[src/rtl/mac_stream_driver.sv]
// Feeder/collector for the MAC+ReLU neuron: holds X/W vectors, streams
// len pairs to the neuron, waits out its latency, offers the result.
//
// Ports:
//   clk, rst (async active-low)
//   wr_en/wr_addr/wr_x/wr_w : register-file write port (idle only)
//   start/len               : launch a pass of len terms (1..DEPTH)
//   busy                    : high outside IDLE
//   mac_clear/mac_enable    : accumulator control to the neuron
//   x_out/w_out             : operand pair to the neuron
//   result_in               : neuron output
//   result/result_valid/result_ready : captured result handshake
module mac_stream_driver #(
  parameter int WIDTH = 8,
  parameter int DEPTH = 16,
  parameter int AW    = 4,
  parameter int LAT   = 2
) (
  input  logic                    clk,
  input  logic                    rst,
  input  logic                    wr_en,
  input  logic [AW-1:0]           wr_addr,
  input  logic signed [WIDTH-1:0] wr_x,
  input  logic signed [WIDTH-1:0] wr_w,
  input  logic                    start,
  input  logic [AW:0]             len,
  output logic                    busy,
  output logic                    mac_clear,
  output logic                    mac_enable,
  output logic signed [WIDTH-1:0] x_out,
  output logic signed [WIDTH-1:0] w_out,
  input  logic signed [WIDTH-1:0] result_in,
  output logic signed [WIDTH-1:0] result,
  output logic                    result_valid,
  input  logic                    result_ready
);

  localparam int LW = AW + 1;
  localparam int CW = $clog2(LAT + 1);

  localparam logic [2:0] IDLE   = 3'd0;
  localparam logic [2:0] CLEAR  = 3'd1;
  localparam logic [2:0] STREAM = 3'd2;
  localparam logic [2:0] DRAIN  = 3'd3;
  localparam logic [2:0] HOLD   = 3'd4;

  logic [2:0]             state;
  logic [LW-1:0]          len_q;
  logic [LW-1:0]          idx;
  logic [CW-1:0]          cnt;
  logic signed [WIDTH-1:0] xm [DEPTH];
  logic signed [WIDTH-1:0] wm [DEPTH];

  logic wr_ok;
  logic len_ok;

  assign wr_ok  = ({1'b0, wr_addr} < LW'(DEPTH));
  assign len_ok = (len != '0) && (len <= LW'(DEPTH));

  always_ff @(posedge clk or negedge rst) begin
    if (!rst) begin
      state        <= IDLE;
      len_q        <= '0;
      idx          <= '0;
      cnt          <= '0;
      busy         <= 1'b0;
      mac_clear    <= 1'b0;
      mac_enable   <= 1'b0;
      x_out        <= '0;
      w_out        <= '0;
      result       <= '0;
      result_valid <= 1'b0;
      for (int i = 0; i < DEPTH; i++) begin
        xm[i] <= '0;
        wm[i] <= '0;
      end
    end else begin
      if (wr_en && !busy && wr_ok) begin
        xm[wr_addr] <= wr_x;
        wm[wr_addr] <= wr_w;
      end
      case (state)
        IDLE: begin
          if (start && len_ok) begin
            state     <= CLEAR;
            len_q     <= len;
            idx       <= '0;
            busy      <= 1'b1;
            mac_clear <= 1'b1;
          end
        end
        CLEAR: begin
          // outputs for term 0 are staged here so streaming has no gap
          state      <= STREAM;
          mac_clear  <= 1'b0;
          mac_enable <= 1'b1;
          x_out      <= xm[0];
          w_out      <= wm[0];
          idx        <= LW'(1);
        end
        STREAM: begin
          if (idx == len_q) begin
            state      <= DRAIN;
            mac_enable <= 1'b0;
            x_out      <= '0;
            w_out      <= '0;
            cnt        <= CW'(LAT);
          end else begin
            x_out <= xm[idx[AW-1:0]];
            w_out <= wm[idx[AW-1:0]];
            idx   <= idx + 1'b1;
          end
        end
        DRAIN: begin
          if (cnt == CW'(1)) begin
            state        <= HOLD;
            result       <= result_in;
            result_valid <= 1'b1;
          end else begin
            cnt <= cnt - 1'b1;
          end
        end
        HOLD: begin
          if (result_ready) begin
            state        <= IDLE;
            result_valid <= 1'b0;
            busy         <= 1'b0;
          end
        end
        default: begin
          state        <= IDLE;
          busy         <= 1'b0;
          mac_clear    <= 1'b0;
          mac_enable   <= 1'b0;
          result_valid <= 1'b0;
        end
      endcase
    end
  end

endmodule

[config.mk]
export PLATFORM = sky130hd
export DESIGN_NAME = mac_stream_driver
export DESIGN_NICKNAME = d
export VERILOG_FILES = /design/src/rtl/mac_stream_driver.sv
export SDC_FILE = /design/constraint.sdc
export NUM_CORES = 1
export LEC_CHECK = 0
export BUFFER_PORTS_ARGS = -buffer_cell sky130_fd_sc_hd__buf_2
export CORE_ASPECT_RATIO = 2
export CORE_UTILIZATION = 40
export CTS_CLUSTER_SIZE = 25
export DETAILED_ROUTE_END_ITERATION = 10
export HOLD_SLACK_MARGIN = 0.06
export PLACE_DENSITY = 0.68
export SLEW_MARGIN = 0
export SYNTH_ARGS = -nofsm -noshare
export SYNTH_HDL_FRONTEND = slang
export SYNTH_SLANG_ARGS = --single-unit
[constraint.sdc]
create_clock -name clk -period 1.8 [get_ports clk]
set_input_delay 0.09 -clock clk [delete_from_list [all_inputs] [get_ports clk]]
set_output_delay 0.09 -clock clk [all_outputs]
set_load 0.005 [all_outputs]
==> flow_summary.json, run 1 <==
{
  "layoutNonFillerInstCount": 1593,
  "synth.ff_latch_count": 299,
  "grt_overflow_total": 0,
  "drive_gt1_share_pct": 46.6,
  "cts_tree": "done",
  "startpoint_type": "flop",
  "startpoint": "idx[0]",
  "setup_slack_ns": -0.0491,
  "critical_path_class": "flop to flop",
  "postSynthAreaPerCell_um2": 13.8,
  "layout_commonest_cell": "dfrtp_1",
  "failed_checks": "negative setup slack",
  "grt_pass1_wl_um": 53800,
  "slew_violations": 0,
  "r2r_setup_slack_ns": -0.05,
  "clk_latency_ns": 0.55,
  "start_util_pct": 40.5,
  "htreeDepth": 1,
  "cts.path.max_buffers": 3,
  "cp-end-kind": "flop",
  "p_per_area_nw_per_um2": 1640,
  "mappedNetlistArea_um2": 13800,
  "final_nets": 1171,
  "rsz0062_at_grt": "yes",
  "stdcell_area_um2": 16900,
  "wirelength_um": 34000,
  "routedWlPerCell_um": 21.4,
  "ant_nets": 0,
  "gp_congestion": 0.853,
  "area_growth_pct": 22.2,
  "async_reset_ff_share_pct": 100,
  "hold_viol": 0,
  "clk_pin_slew_worst_paths_ns": 0.07,
  "avgViaCountPerCell": 5.51,
  "min_to": "xm[51]",
  "hold_ws_ns": 0.0716,
  "ir_worst_vdd_mv": 0.791,
  "final.fill_count": 2935,
  "crit_chain": "buf_12 > buf_8 > mux4_2 > mux2i_1 > nand2_1 > o311ai_2 > nand3_1",
  "setup_violations": 3,
  "dpl.hpwl_um": 22700,
  "min_delay_path_depth": 2,
  "crit_buf_inv": 2,
  "setup_tns_ns": -0.0757,
  "dieArea_um2": 35400,
  "status": "complete, but fails checks",
  "first_pass_iters": 4,
  "maxSlewHeadroom_pct": 69.8,
  "worst_pin_slew_ns": 0.447,
  "port_buffers": 65,
  "core_um2": 34100,
  "clkSinkCount": 299,
  "r2r-end": "x_out[6]",
  "fmax_ghz": 0.541,
  "r2r_cells": 7,
  "die_h_um": 265,
  "crit_arrival_ns": 2.26,
  "yosysSeqAreaShare_pct": 54.1,
  "finClkSkew_ns": 0.0188,
  "r2r_start": "idx[0]",
  "syn_inst": 1005,
  "yosysWarnings": 0,
  "finalPower_mw": 27.7,
  "dp.cells": 1502,
  "synth_top_cell_by_area": "dfrtp_1",
  "crit_family": "multiplexers",
  "finalCritPeriodShare_pct": 103,
  "yosysTopAreaCellShare_pct": 54.1,
  "slowest_delay_ns": 0.48,
  "grt_max_degree": 86,
  "die_width_um": 133,
  "finalCriticalPeriod_ns": 1.85,
  "ys_top_cells_by_area": "dfrtp_1, mux2_2, mux4_2, mux2i_1, nand2_1",
  "hold_start": "wr_x[3]",
  "grt_antenna_before_repair": 3,
  "std_cell_rows": 96,
  "final_cell_mix": "dfrtp_1, mux2_2, nand2_1",
  "synthFlopType": "dfrtp_1",
  "track_usage_pct": 19.6,
  "grt_pass1_vias": 9565,
  "crit_slowest_cell": "mux4_2",
  "num_vias": 8773,
  "hp-class": "input pin to flop",
  "ios": 66,
  "drv_cap": 0,
  "cts_root_buffer": "clkbuf_16",
  "required_ns": 2.21,
  "synth_edf_count": 0,
  "cts-buffers-inserted": 26,
  "crit_fanout": 8,
  "drtIter0Drc": 469,
  "place_area_um2": 15300,
  "power_leakage_nw": 7.66,
  "synth.distinct_cells": 49,
  "synthesis.nets": 1045,
  "remaining_drc_errors": 0
}
[state kept, by name (all words and copies together) (netlist names), 2 cells and up]
register  count
xm          128
w_out         8
result        8
wm          128
state         3
idx           5
x_out         8
len_q         5
cnt           2
[synthesized netlist by cell type (all sizes together), types with 2 or more instances]
cell	n
nor3b	3
xor2	5
o311ai	15
nand2	75
mux4	38
clkbuf	40
dfrtp	299
buf	39
nor4	2
o21ai	22
and2	2
a31oi	2
a21oi	21
a211oi	5
nor3	9
nor2	12
nor2b	5
o211ai	2
mux2	269
o22ai	25
ha	2
inv	12
a221o	2
nand3	4
mux2i	70
and3	3
a21o	6
nand2b	3
[worst max path at each step]
| stage | end | depth (start not counted) | slack, ns |
|---|---|---|---|
| final | x_out[6] | 7 | -0.05 |
| after global placement | w_out[0] | 5 | -0.03 |
| after global routing | x_out[4] | 7 | -0.11 |
| after floorplan | x_out[1] | 7 | -0.03 |
| after detailed placement | x_out[6] | 7 | -0.06 |
| after CTS | x_out[4] | 8 | -0.05 |
[timing repair]
item	4_1_cts	5_1_grt
buffers inserted	1	6
endpoints found under the hold margin	527	0
hold buffers	31	0
resized for setup	25	52
cloned	3	2
setup endpoints to repair	10	95
pin swaps	17	21
[metal layers]
layer | global-route usage [%] | vias up | wire (um)
li1 | - | 3923 | -
met1 | 22.5 | 4590 | 13000
met2 | 36.4 | 173 | 18700
met3 | 2.12 | 83 | 939
met4 | 8.32 | 4 | 1370
met5 | 0 | - | 33
[final cells by class]
type | instances | area [um^2] | share of cell area, %
repair buffers | 177 | 1770 | 10.4
multi-input cells | 615 | 6200 | 36.7
clock buffers | 39 | 761 | 4.50
diodes | 1 | 2.50 | 0.0148
well taps | 441 | 552 | 3.26
clock inverters | 9 | 86.3 | 0.511
flip-flops and latches | 299 | 7490 | 44.3
inverters | 12 | 45.0 | 0.267
[metrics by stage]
step / util (%) / setup WS, ns
global placement: 44.7 / -0.0260
finish: 49.5 / -0.0491
CTS: 48.7 / -0.0536
floorplan: - / -0.0277
global route: 49.5 / -0.110
detailed placement: 44.7 / -0.0608
[worst register-to-register path: cells and delay by family (launching register included)]
kind / cells / cell delay (ns)
simple gates: 2 / 0.22
buf+inv: 2 / 0.31
mux: 2 / 0.70
compound gates: 1 / 0.10
flops: 1 / 0.41
[where the power goes]
group / internal [mW] / switching, mW
combinational: 6.13 / 4.71
clock: 3.09 / 2.53
sequential: 9.49 / 1.71
[cells by family (layout without fill, tap and decap cells)]
kind of cell             count (synthesis)  after routing  synth area share, %
multiplexers                           377            377                 33.2
flip-flops                             299            299                 54.1
AND/OR/NAND/NOR                        123            123                 4.19
AO/OA/AOI/OAI                          108            108                 5.08
buffers and inverters                   91            237                 2.94
XOR/XNOR                                 5              5                0.317
adder cells (fa/ha/maj)                  2              2                0.181
other                                    0              1                    0
Power figures use the tool's default switching activity.
==> run 2, diff against run 1 <==
--- a/config.mk
+++ b/config.mk
@@ -16,3 +16,4 @@
 export SYNTH_ARGS = -nofsm -noshare
 export SYNTH_HDL_FRONTEND = slang
 export SYNTH_SLANG_ARGS = --single-unit
+export TNS_END_PERCENT = 1
==> flow_summary.json, run 2 (synthesis results as in run 1) <==
{
  "status": "complete, but fails checks",
  "failed_checks": "negative setup slack",
  "clk_latency_ns": 0.55,
  "worst_pin_slew_ns": 0.446,
  "ios": 66,
  "dpl.hpwl_um": 22700,
  "hold_ws_ns": 0.0567,
  "port_buffers": 65,
  "routedWlPerCell_um": 20.9,
  "hp-class": "input pin to flop",
  "core_um2": 34100,
  "wirelength_um": 33200,
  "rsz0062_at_grt": "yes",
  "grt_pass1_wl_um": 53600,
  "dieArea_um2": 35400,
  "finalPower_mw": 27.3,
  "crit_arrival_ns": 2.27,
  "p_per_area_nw_per_um2": 1640,
  "drive_gt1_share_pct": 45.6,
  "cts-buffers-inserted": 26,
  "finClkSkew_ns": 0.0159,
  "area_growth_pct": 20.6,
  "clk_pin_slew_worst_paths_ns": 0.07,
  "clkSinkCount": 299,
  "track_usage_pct": 19.5,
  "grt_pass1_vias": 9558,
  "num_vias": 8629,
  "dp.cells": 1502,
  "remaining_drc_errors": 0,
  "cts_root_buffer": "clkbuf_16",
  "drv_cap": 0,
  "grt_max_degree": 86,
  "setup_violations": 6,
  "maxSlewHeadroom_pct": 69.9,
  "die_width_um": 133,
  "ir_worst_vdd_mv": 0.763,
  "drtIter0Drc": 389,
  "cts.path.max_buffers": 3,
  "setup_tns_ns": -0.142,
  "setup_slack_ns": -0.0598,
  "power_leakage_nw": 7.57,
  "grt_overflow_total": 0,
  "fmax_ghz": 0.538,
  "critical_path_class": "flop to flop",
  "cts_tree": "done",
  "layout_commonest_cell": "dfrtp_1",
  "std_cell_rows": 96,
  "finalCriticalPeriod_ns": 1.86,
  "finalCritPeriodShare_pct": 103,
  "final_cell_mix": "dfrtp_1, mux2_2, nand2_1",
  "crit_fanout": 8,
  "slew_violations": 0,
  "gp_congestion": 0.853,
  "layoutNonFillerInstCount": 1586,
  "pre_cts_slack_ns": -0.0608,
  "final_nets": 1164,
  "start_util_pct": 40.5,
  "hold_viol": 0,
  "reg_top3": "wm x128, xm x128",
  "required_ns": 2.21,
  "grt_antenna_before_repair": 3,
  "startpoint_type": "flop",
  "first_pass_iters": 4,
  "ant_nets": 0,
  "avgViaCountPerCell": 5.44,
  "htreeDepth": 1,
  "cp-end-kind": "flop",
  "die_h_um": 265
}
==> run 2: cell types whose count changed in the layout (fill, tap and decap cells not counted), moves of 2 or more <==
cell and delta:
xor2_2 -2, o311ai_0 +2, mux2_4 -16, buf_4 -3, xor2_1 +2, o311ai_2 -2, mux2_2 +16
==> run 2: worst max-delay path, stage by stage (launching register included) <==
cell and delay (ns):
dfrtp_2 0.41, buf_12 0.18, buf_8 0.12, mux4_2 0.48, mux2i_1 0.22, nand2_1 0.11
o311ai_2 0.09, nand3_1 0.11
==> run 2: metrics by stage <==
stage	utilization [%]	instance area, um^2
6_report	48.9	16700
5_1_grt	48.9	16700
4_1_cts	48.5	16500
3_5_place_dp	44.7	15300
3_3_place_gp	44.7	15300
2_1_floorplan	-	13800
==> run 2: timing repair <==
action / in CTS / in global routing
endpoints found under the setup margin: 10 / 94
setup buffers: 1 / 1
endpoints found under the hold margin: 527 / 0
gates cloned: 2 / 1
gates resized for setup: 18 / 29
pin swaps: 14 / 9
hold buffers: 31 / 0
==> run 2: layout make-up <==
cell class | instances | area, um^2
inverter | 12 | 45.0
sequential | 299 | 7490
multi-input combinational | 615 | 6080
fill | 2946 | 17400
clock buffer | 39 | 761
tap | 441 | 552
timing repair buffer | 170 | 1660
antenna | 1 | 2.50
clock inverter | 9 | 86.3
==> run 2: worst paths after layout <==
kind                           start        end  slack (ns)  cells after the start
min                          wr_x[3]     xm[51]        0.06                      2
max reg2reg                   idx[0]   x_out[6]       -0.06                      7
max in group asynchronous        rst     xm[98]        0.64                      4
min in group asynchronous        rst   state[2]        0.51                      3
min reg2reg                result[3]  result[3]        0.50                      1
max                           idx[0]   x_out[6]       -0.06                      7
==> run 2: per-layer routing <==
metal  track usage, %  wire (um)  up-vias  part of all wire [%]
met3             2.24        920       72                   2.8
met4             7.86       1060        4                   3.2
met2             36.3      18300      151                    55
met1             22.4      12900     4504                    39
li1                 -          -     3898                     -
met5                0         33        -                 0.099
==> run 2: report_power, final <==
group	internal, mW	switching, mW	total, mW
clock	3.09	2.52	5.61
sequential	9.49	1.67	11.2
combinational	5.91	4.62	10.5
total	18.5	8.82	27.3
